### config.mk
export PLATFORM = sky130hd
export DESIGN_NAME = rice_bus_initiator_flat
export DESIGN_NICKNAME = d
export VERILOG_FILES = /design/src/rtl/rice_bus_initiator_pkg.sv /design/src/rtl/rice_bus_if.sv /design/src/rtl/rice_bus_initiator_tag_fifo.sv /design/src/rtl/rice_bus_initiator.sv /design/src/flat_wrapper.sv
export SDC_FILE = /design/constraint.sdc
export NUM_CORES = 1
export LEC_CHECK = 0
export ABC_AREA = 1
export CAP_MARGIN = 20
export CORE_AREA = 2 2 99 101
export CTS_CLUSTER_DIAMETER = 30
export DETAILED_ROUTE_END_ITERATION = 10
export DIE_AREA = 0 0 101 103
export PLACE_DENSITY = 0.84
export RECOVER_POWER = 100
export SYNTH_ARGS = -nofsm -noshare
export SYNTH_HDL_FRONTEND = slang
export SYNTH_SLANG_ARGS = --single-unit
export TNS_END_PERCENT = 10
### constraint.sdc
create_clock -name i_clk -period 2.9 [get_ports i_clk]
set_input_delay 0.29 -clock i_clk [delete_from_list [all_inputs] [get_ports i_clk]]
set_output_delay 0.29 -clock i_clk [all_outputs]
set_load 0.03 [all_outputs]
### src/rtl/rice_bus_initiator_pkg.sv
// Shared types and helpers for the rice bus initiator.
package rice_bus_initiator_pkg;

  localparam int DEFAULT_ADDRESS_WIDTH = 32;
  localparam int DEFAULT_DATA_WIDTH    = 32;

  // One byte enable per data byte.
  function automatic int calc_strobe_width(input int data_width);
    return data_width / 8;
  endfunction

  // A single-beat command as it travels from the core side to the bus.
  typedef struct packed {
    logic                                               write;
    logic [DEFAULT_ADDRESS_WIDTH-1:0]                   address;
    logic [calc_strobe_width(DEFAULT_DATA_WIDTH)-1:0]   strobe;
    logic [DEFAULT_DATA_WIDTH-1:0]                      write_data;
  } rice_bus_command_t;

endpackage

### src/rtl/rice_bus_if.sv
// Rice bus request/response signal bundle.
interface rice_bus_if
  import rice_bus_initiator_pkg::*;
#(
  parameter int ADDRESS_WIDTH = 32,
  parameter int DATA_WIDTH    = 32
);
  logic                                       request_valid;
  logic                                       request_ready;
  logic                                       write;
  logic [ADDRESS_WIDTH-1:0]                   address;
  logic [calc_strobe_width(DATA_WIDTH)-1:0]   strobe;
  logic [DATA_WIDTH-1:0]                      write_data;
  logic                                       response_valid;
  logic                                       response_ready;
  logic [DATA_WIDTH-1:0]                      read_data;
  logic                                       error;

  modport master (
    output request_valid, write, address, strobe, write_data, response_ready,
    input  request_ready, response_valid, read_data, error
  );

  modport slave (
    input  request_valid, write, address, strobe, write_data, response_ready,
    output request_ready, response_valid, read_data, error
  );
endinterface

### src/rtl/rice_bus_initiator_tag_fifo.sv
// 1-bit in-order tag FIFO; remembers the command type of each in-flight
// transaction so the response can be labelled.
module rice_bus_initiator_tag_fifo #(
  parameter int DEPTH = 4
) (
  input  logic i_clk,
  input  logic i_rst,
  input  logic i_push,
  input  logic i_pop,
  input  logic i_data,
  output logic o_head,
  output logic o_full,
  output logic o_empty
);
  // One extra pointer bit separates full from empty.
  localparam int PW = $clog2(DEPTH) + 1;
  localparam int IW = (DEPTH > 1) ? $clog2(DEPTH) : 1;

  logic [PW-1:0]    r_wr_ptr;
  logic [PW-1:0]    r_rd_ptr;
  logic [DEPTH-1:0] r_mem;
  logic [IW-1:0]    w_wr_idx;
  logic [IW-1:0]    w_rd_idx;
  logic [PW-1:0]    w_fill;

  generate
    if (DEPTH > 1) begin : g_idx
      assign w_wr_idx = r_wr_ptr[IW-1:0];
      assign w_rd_idx = r_rd_ptr[IW-1:0];
    end else begin : g_idx_single
      assign w_wr_idx = '0;
      assign w_rd_idx = '0;
    end
  endgenerate

  assign w_fill  = r_wr_ptr - r_rd_ptr;
  assign o_full  = (w_fill == PW'(DEPTH));
  assign o_empty = (w_fill == '0);
  assign o_head  = r_mem[w_rd_idx];

  // Pointer advance; pointers wrap naturally at 2*DEPTH.
  always_ff @(posedge i_clk) begin
    if (i_rst) begin
      r_wr_ptr <= '0;
      r_rd_ptr <= '0;
    end else begin
      if (i_push) r_wr_ptr <= r_wr_ptr + 1'b1;
      if (i_pop)  r_rd_ptr <= r_rd_ptr + 1'b1;
    end
  end

  // Tag storage; contents are meaningless while empty, so no reset.
  always_ff @(posedge i_clk) begin
    if (i_push) r_mem[w_wr_idx] <= i_data;
  end
endmodule

### src/rtl/rice_bus_initiator.sv
// Rice bus initiator: registered request stage, in-order outstanding
// tracking, combinational response path, timeout and protocol-error flags.
//
// Handshakes: every valid/ready pair transfers on a rising edge where both
// are high. A valid, once raised, holds its payload stable until ready;
// valid never depends combinationally on ready of the same channel.
module rice_bus_initiator
  import rice_bus_initiator_pkg::*;
#(
  parameter int ADDRESS_WIDTH   = 32,
  parameter int DATA_WIDTH      = 32,
  parameter int MAX_OUTSTANDING = 4,
  parameter int TIMEOUT_CYCLES  = 1024
) (
  input  logic                                     i_clk,
  input  logic                                     i_rst,
  input  logic                                     i_cmd_valid,
  output logic                                     o_cmd_ready,
  input  logic                                     i_cmd_write,
  input  logic [ADDRESS_WIDTH-1:0]                 i_cmd_address,
  input  logic [calc_strobe_width(DATA_WIDTH)-1:0] i_cmd_strobe,
  input  logic [DATA_WIDTH-1:0]                    i_cmd_write_data,
  output logic                                     o_rsp_valid,
  input  logic                                     i_rsp_ready,
  output logic                                     o_rsp_write,
  output logic [DATA_WIDTH-1:0]                    o_rsp_read_data,
  output logic                                     o_rsp_error,
  output logic                                     o_busy,
  output logic                                     o_timeout,
  output logic                                     o_protocol_error,
  rice_bus_if.master                               bus_if
);
  localparam int SW = calc_strobe_width(DATA_WIDTH);
  localparam int CW = $clog2(MAX_OUTSTANDING + 1);
  localparam int WW = $clog2(TIMEOUT_CYCLES + 1);

  logic                     r_req_valid;
  logic                     r_req_write;
  logic [ADDRESS_WIDTH-1:0] r_req_address;
  logic [SW-1:0]            r_req_strobe;
  logic [DATA_WIDTH-1:0]    r_req_write_data;
  logic [CW-1:0]            r_cnt;
  logic [WW-1:0]            r_wait;
  logic                     r_timeout;
  logic                     r_protocol_error;

  logic          w_cnt_zero;
  logic          w_cmd_hs;
  logic          w_req_hs;
  logic          w_rsp_hs;
  logic          w_pop;
  logic          w_spurious;
  logic [WW-1:0] w_wait_next;
  logic          w_tag_head;
  logic          w_tag_full;
  logic          w_tag_empty;
  logic          w_unused_tag_status;

  // Handshake and response-path decode. A response with nothing
  // outstanding is swallowed (ready forced high) and never shown upstream.
  always_comb begin
    w_cnt_zero  = (r_cnt == '0);
    o_cmd_ready = !i_rst && (r_cnt < CW'(MAX_OUTSTANDING))
                  && (!r_req_valid || bus_if.request_ready);
    w_cmd_hs    = i_cmd_valid && o_cmd_ready;
    w_req_hs    = r_req_valid && !i_rst && bus_if.request_ready;
    w_rsp_hs    = bus_if.response_valid && (w_cnt_zero || i_rsp_ready);
    w_pop       = w_rsp_hs && !w_cnt_zero;
    w_spurious  = w_rsp_hs && w_cnt_zero;
  end

  assign bus_if.request_valid  = r_req_valid && !i_rst;
  assign bus_if.write          = r_req_write;
  assign bus_if.address        = r_req_address;
  assign bus_if.strobe         = r_req_strobe;
  assign bus_if.write_data     = r_req_write_data;
  assign bus_if.response_ready = w_cnt_zero ? 1'b1 : i_rsp_ready;

  assign o_rsp_valid      = !i_rst && !w_cnt_zero && bus_if.response_valid;
  assign o_rsp_write      = w_tag_head;
  assign o_rsp_read_data  = bus_if.read_data;
  assign o_rsp_error      = bus_if.error;
  assign o_busy           = !i_rst && !w_cnt_zero;
  assign o_timeout        = r_timeout;
  assign o_protocol_error = r_protocol_error;

  // FIFO status mirrors r_cnt; it is exposed by the FIFO for standalone use.
  assign w_unused_tag_status = w_tag_full ^ w_tag_empty;

  // Request stage: capture on command accept, drop valid once the bus takes it.
  always_ff @(posedge i_clk) begin
    if (i_rst) begin
      r_req_valid <= 1'b0;
    end else if (w_cmd_hs) begin
      r_req_valid      <= 1'b1;
      r_req_write      <= i_cmd_write;
      r_req_address    <= i_cmd_address;
      r_req_strobe     <= i_cmd_strobe;
      r_req_write_data <= i_cmd_write_data;
    end else if (w_req_hs) begin
      r_req_valid <= 1'b0;
    end
  end

  // Outstanding count: up on accept, down on a real response.
  always_ff @(posedge i_clk) begin
    if (i_rst) begin
      r_cnt <= '0;
    end else begin
      case ({w_cmd_hs, w_pop})
        2'b10:   r_cnt <= r_cnt + 1'b1;
        2'b01:   r_cnt <= r_cnt - 1'b1;
        default: r_cnt <= r_cnt;
      endcase
    end
  end

  // Response wait counter: idle or just-answered restarts it, else saturates.
  always_comb begin
    w_wait_next = r_wait;
    if (w_rsp_hs || w_cnt_zero) begin
      w_wait_next = '0;
    end else if (r_wait < WW'(TIMEOUT_CYCLES)) begin
      w_wait_next = r_wait + 1'b1;
    end
  end

  // Wait counter plus the two sticky error flags.
  always_ff @(posedge i_clk) begin
    if (i_rst) begin
      r_wait           <= '0;
      r_timeout        <= 1'b0;
      r_protocol_error <= 1'b0;
    end else begin
      r_wait <= w_wait_next;
      if (w_wait_next == WW'(TIMEOUT_CYCLES)) r_timeout <= 1'b1;
      if (w_spurious) r_protocol_error <= 1'b1;
    end
  end

  rice_bus_initiator_tag_fifo #(
    .DEPTH (MAX_OUTSTANDING)
  ) u_tag_fifo (
    .i_clk   (i_clk),
    .i_rst   (i_rst),
    .i_push  (w_cmd_hs),
    .i_pop   (w_pop),
    .i_data  (i_cmd_write),
    .o_head  (w_tag_head),
    .o_full  (w_tag_full),
    .o_empty (w_tag_empty)
  );
endmodule

### src/flat_wrapper.sv
// flat-port wrapper written by rule: the top's interface ports become plain ports
module rice_bus_initiator_flat import rice_bus_initiator_pkg::*;
#(
  parameter int ADDRESS_WIDTH   = 32,
  parameter int DATA_WIDTH      = 32,
  parameter int MAX_OUTSTANDING = 4,
  parameter int TIMEOUT_CYCLES  = 1024
)
  (i_clk, i_rst, i_cmd_valid, o_cmd_ready, i_cmd_write, i_cmd_address, i_cmd_strobe, i_cmd_write_data, o_rsp_valid, i_rsp_ready, o_rsp_write, o_rsp_read_data, o_rsp_error, o_busy, o_timeout, o_protocol_error, bus_if_request_valid, bus_if_write, bus_if_address, bus_if_strobe, bus_if_write_data, bus_if_response_ready, bus_if_request_ready, bus_if_response_valid, bus_if_read_data, bus_if_error);
  rice_bus_if #(.ADDRESS_WIDTH(ADDRESS_WIDTH), .DATA_WIDTH(DATA_WIDTH)) bus_if_i ();
  input  logic i_clk;
  input  logic i_rst;
  input  logic i_cmd_valid;
  output logic o_cmd_ready;
  input  logic i_cmd_write;
  input  logic [ADDRESS_WIDTH-1:0] i_cmd_address;
  input  logic [calc_strobe_width(DATA_WIDTH)-1:0] i_cmd_strobe;
  input  logic [DATA_WIDTH-1:0] i_cmd_write_data;
  output logic o_rsp_valid;
  input  logic i_rsp_ready;
  output logic o_rsp_write;
  output logic [DATA_WIDTH-1:0] o_rsp_read_data;
  output logic o_rsp_error;
  output logic o_busy;
  output logic o_timeout;
  output logic o_protocol_error;
  output wire logic [$bits(bus_if_i.request_valid)-1:0] bus_if_request_valid;
  output wire logic [$bits(bus_if_i.write)-1:0] bus_if_write;
  output wire logic [$bits(bus_if_i.address)-1:0] bus_if_address;
  output wire logic [$bits(bus_if_i.strobe)-1:0] bus_if_strobe;
  output wire logic [$bits(bus_if_i.write_data)-1:0] bus_if_write_data;
  output wire logic [$bits(bus_if_i.response_ready)-1:0] bus_if_response_ready;
  input wire logic [$bits(bus_if_i.request_ready)-1:0] bus_if_request_ready;
  input wire logic [$bits(bus_if_i.response_valid)-1:0] bus_if_response_valid;
  input wire logic [$bits(bus_if_i.read_data)-1:0] bus_if_read_data;
  input wire logic [$bits(bus_if_i.error)-1:0] bus_if_error;
  assign bus_if_request_valid = bus_if_i.request_valid;
  assign bus_if_write = bus_if_i.write;
  assign bus_if_address = bus_if_i.address;
  assign bus_if_strobe = bus_if_i.strobe;
  assign bus_if_write_data = bus_if_i.write_data;
  assign bus_if_response_ready = bus_if_i.response_ready;
  assign bus_if_i.request_ready = bus_if_request_ready;
  assign bus_if_i.response_valid = bus_if_response_valid;
  assign bus_if_i.read_data = bus_if_read_data;
  assign bus_if_i.error = bus_if_error;
  rice_bus_initiator #(.ADDRESS_WIDTH(ADDRESS_WIDTH), .DATA_WIDTH(DATA_WIDTH), .MAX_OUTSTANDING(MAX_OUTSTANDING), .TIMEOUT_CYCLES(TIMEOUT_CYCLES)) u_core (.i_clk(i_clk), .i_rst(i_rst), .i_cmd_valid(i_cmd_valid), .o_cmd_ready(o_cmd_ready), .i_cmd_write(i_cmd_write), .i_cmd_address(i_cmd_address), .i_cmd_strobe(i_cmd_strobe), .i_cmd_write_data(i_cmd_write_data), .o_rsp_valid(o_rsp_valid), .i_rsp_ready(i_rsp_ready), .o_rsp_write(o_rsp_write), .o_rsp_read_data(o_rsp_read_data), .o_rsp_error(o_rsp_error), .o_busy(o_busy), .o_timeout(o_timeout), .o_protocol_error(o_protocol_error), .bus_if(bus_if_i));
endmodule
==> impl_metrics.toml <==
[synth]
synth_cells = 285
synth_edf_count = 73
synth_top_area_share_pct = 59.63
syn-num-nets = 400
ys_seq_elements = 94
synthesis.area_sq_mm = 0.003676
yosysUniqueCellTypes = 33
yosysWarnings = 0
yosysTopAreaCell = "edfxtp_1"
avgSynthCellArea_sq_um = 12.90
ys_async_sr_fraction_pct = 0
netlist_top_cells_area = "edfxtp_1, dfxtp_1, buf_4, nand2_1, inv_1"
ys.flop_type = "edfxtp_1"
ys_seq_area_share_pct = 71.07

[finish]
n_antenna_cell = 0
fillerInstances = 756
stdcell_area_sq_mm = 0.005274
postLayoutCoreUtil_pct = 55.75
nets = 529
final-seq-area_sq_mm = 0.002613
final_layout_size_suffix_gt1_share_pct = 6.475
multiInputGateArea_sq_um = 664.4
syn2layout_area_growth_pct = 43.46

[die]
die_area_sq_mm = 0.01040
core_area_sq_mm = 0.009459
num_io_pins = 218
start_util_pct = 38.86
die_w_microns = 101
num_rows = 36
die_h_microns = 103

[clock_network]
htree_levels = 3
cts_buffers = 9
cts_buffer_depth = 2
ctsHoldBuffers = 0
cts-root-buf = "clkbuf_8"
cts_resized = 0
cts_setup_buffers = 0
clock_latency_ns = 0.35
cts_tree = "yes"
clock_sinks = 94
clk_pin_slew_ns = 0.08

[sta]
finalHoldViolCount = 0
worst_pin_slew_ns = 1.009
finalClockSkew_ns = 0.004497
max_slew_margin_pct = 32.73
period_needed_ns = 2.217
tns_ns = 0
slew_violations = 0
rsz0062_at_grt = "false"
finalSetupViolCount = 0
fmax_ghz = 0.4511
fin_crit_sh_pct = 76.43

[worst_setup_path]
critPathLaunchType = "flop"
worstPathRequired_ns = 2.87
cp_max_fo = 42
endpoint_kind = "flop"
cp_data_arrival_time_ns = 2.19
critical_path_class = "flop to flop"

[power_and_ir_drop]
pwr_density_cell_mw_per_mm2 = 540.4
p_total_mw = 2.850
p_leak_nw = 1.950
ir_worst_vdd_v = 0.0002990

[worst_hold_path]
hold_path.class = "flop to flop"

[flow_run]
cap_violations = 0

[route]
firstDrtPassIters = 4
wirelength_mm = 8.498
num_vias = 2484
drcViolationCount = 0
dr.first_iter.drc_count = 54
final_antenna_net_count = 0
wl_per_cell_microns = 16.00
avgViaCountPerCell = 4.678

[global_route]
grt_pass1_wl_mm = 12.34
grt_use_total_pct = 16.28
grt_overflow_total = 0
grt_max_degree = 43
antenna_found_initial = 1
grt_pass1_vias = 2398

[placed_design]
dpl_cell_area_sq_mm = 0.005094
hpwl_mm = 6.673
gp_congestion = 0.8348
io_buffers = 151

[outcome]
status = "completed"
[cell usage after synthesis, types with 2 or more instances]
cell type and n:
a21oi_1 5, nand2_2 4, ha_1 6, buf_4 33, inv_2 2, inv_1 31
nor3_1 5, o21ai_1 2, nor3b_1 3, nand3_1 11, dfxtp_1 21, clkbuf_1 3
a211oi_1 2, nor2_4 2, o21ai_0 4, nor2_1 29, nand4_1 3, edfxtp_1 73
nand2_1 32
[cells by family (layout without fill, tap and decap cells)]
family,count (synthesis),after routing,share of synthesized area (%)
compound gates,19,19,3.506
xor+xnor,2,2,0.4766
fa+ha+maj,7,7,2.587
buf+inv,69,201,10.42
flops,94,94,71.07
simple gates,94,94,11.95
[state kept, by name (all words and copies together), names as in the netlist]
name,flops
u_core.bus_if.address,32
u_core.r_wait,11
u_core.bus_if.write,1
u_core.bus_if.write_data,32
u_core.bus_if.strobe,4
u_core.u_tag_fifo.r_rd_ptr,2
u_core.u_tag_fifo.r_mem,4
u_core.r_cnt,3
u_core.o_protocol_error,1
u_core.o_timeout,1
u_core.u_tag_fifo.r_wr_ptr,2
u_core.r_req_valid,1
[through the flow]
stage	hold WS, ns	setup WS [ns]	cells
after floorplan	0.3816	0.4863	285
after global placement	0.4440	0.6673	517
after detailed placement	0.4469	0.5617	517
after CTS	0.4604	0.6610	531
after global routing	0.4837	0.4467	531
final	0.4574	0.6834	531
[worst max-delay path, cell delays in order, from the launching register on]
cell and delay (ns):
dfxtp_1 0.31, inv_1 0.12, o21ai_0 0.12, nor2_1 0.14, nand2_1 0.22, inv_1 0.14
clkbuf_2 0.78
[area by class of cell]
cell class	instances	share of cell area, %
Timing Repair Buffer	154	28.99
Inverter	33	2.349
Sequential cell	94	49.54
Clock buffer	10	2.420
Clock inverter	4	1.400
Multi-Input combinational cell	122	12.60
Tap cell	114	2.705
[cells in the final DEF, fill, tap and decap left out, types with 2 or more instances in the layout]
| cell | Yosys | layout |
|---|---|---|
| a21oi_1 | 5 | 5 |
| a211oi_1 | 2 | 2 |
| nor3_1 | 5 | 5 |
| bufinv_16 | 0 | 2 |
| nor3b_1 | 3 | 3 |
| nand4_1 | 3 | 3 |
| clkbuf_2 | 0 | 2 |
| clkbuf_8 | 0 | 9 |
| dlygate4sd3_1 | 0 | 146 |
| dfxtp_1 | 21 | 21 |
| nand2_2 | 4 | 3 |
| edfxtp_1 | 73 | 73 |
| nor2_1 | 29 | 29 |
| clkdlybuf4s50_1 | 0 | 5 |
| nand2_1 | 32 | 33 |
| nand3_1 | 11 | 11 |
| o21ai_0 | 4 | 5 |
| ha_1 | 6 | 6 |
| nor2_4 | 2 | 2 |
| inv_1 | 31 | 32 |
[metal layers]
metal / track usage (%) / part of all wire, %
met5: 0 / 0.15
met4: 7.900 / 1.9
met3: 7.390 / 10
met2: 29.54 / 52
met1: 15.72 / 35
[worst paths after layout]
check                               start                       end  slack, ns  cells after the start
hold reg to reg   u_core.o_protocol_error   u_core.o_protocol_error       0.46                      2
setup reg to reg          u_core.r_cnt[2]  u_core.bus_if.address[6]       0.68                      6
hold / removal    u_core.o_protocol_error   u_core.o_protocol_error       0.46                      2
setup / recovery          u_core.r_cnt[2]  u_core.bus_if.address[6]       0.68                      6
[power breakdown]
group,internal (mW),switching (mW),leakage [nW]
clock,0.477,0.414,0.102
sequential,1.52,0.0213,0.850
combinational,0.171,0.244,0.997
(Power assumes the default switching activity.)
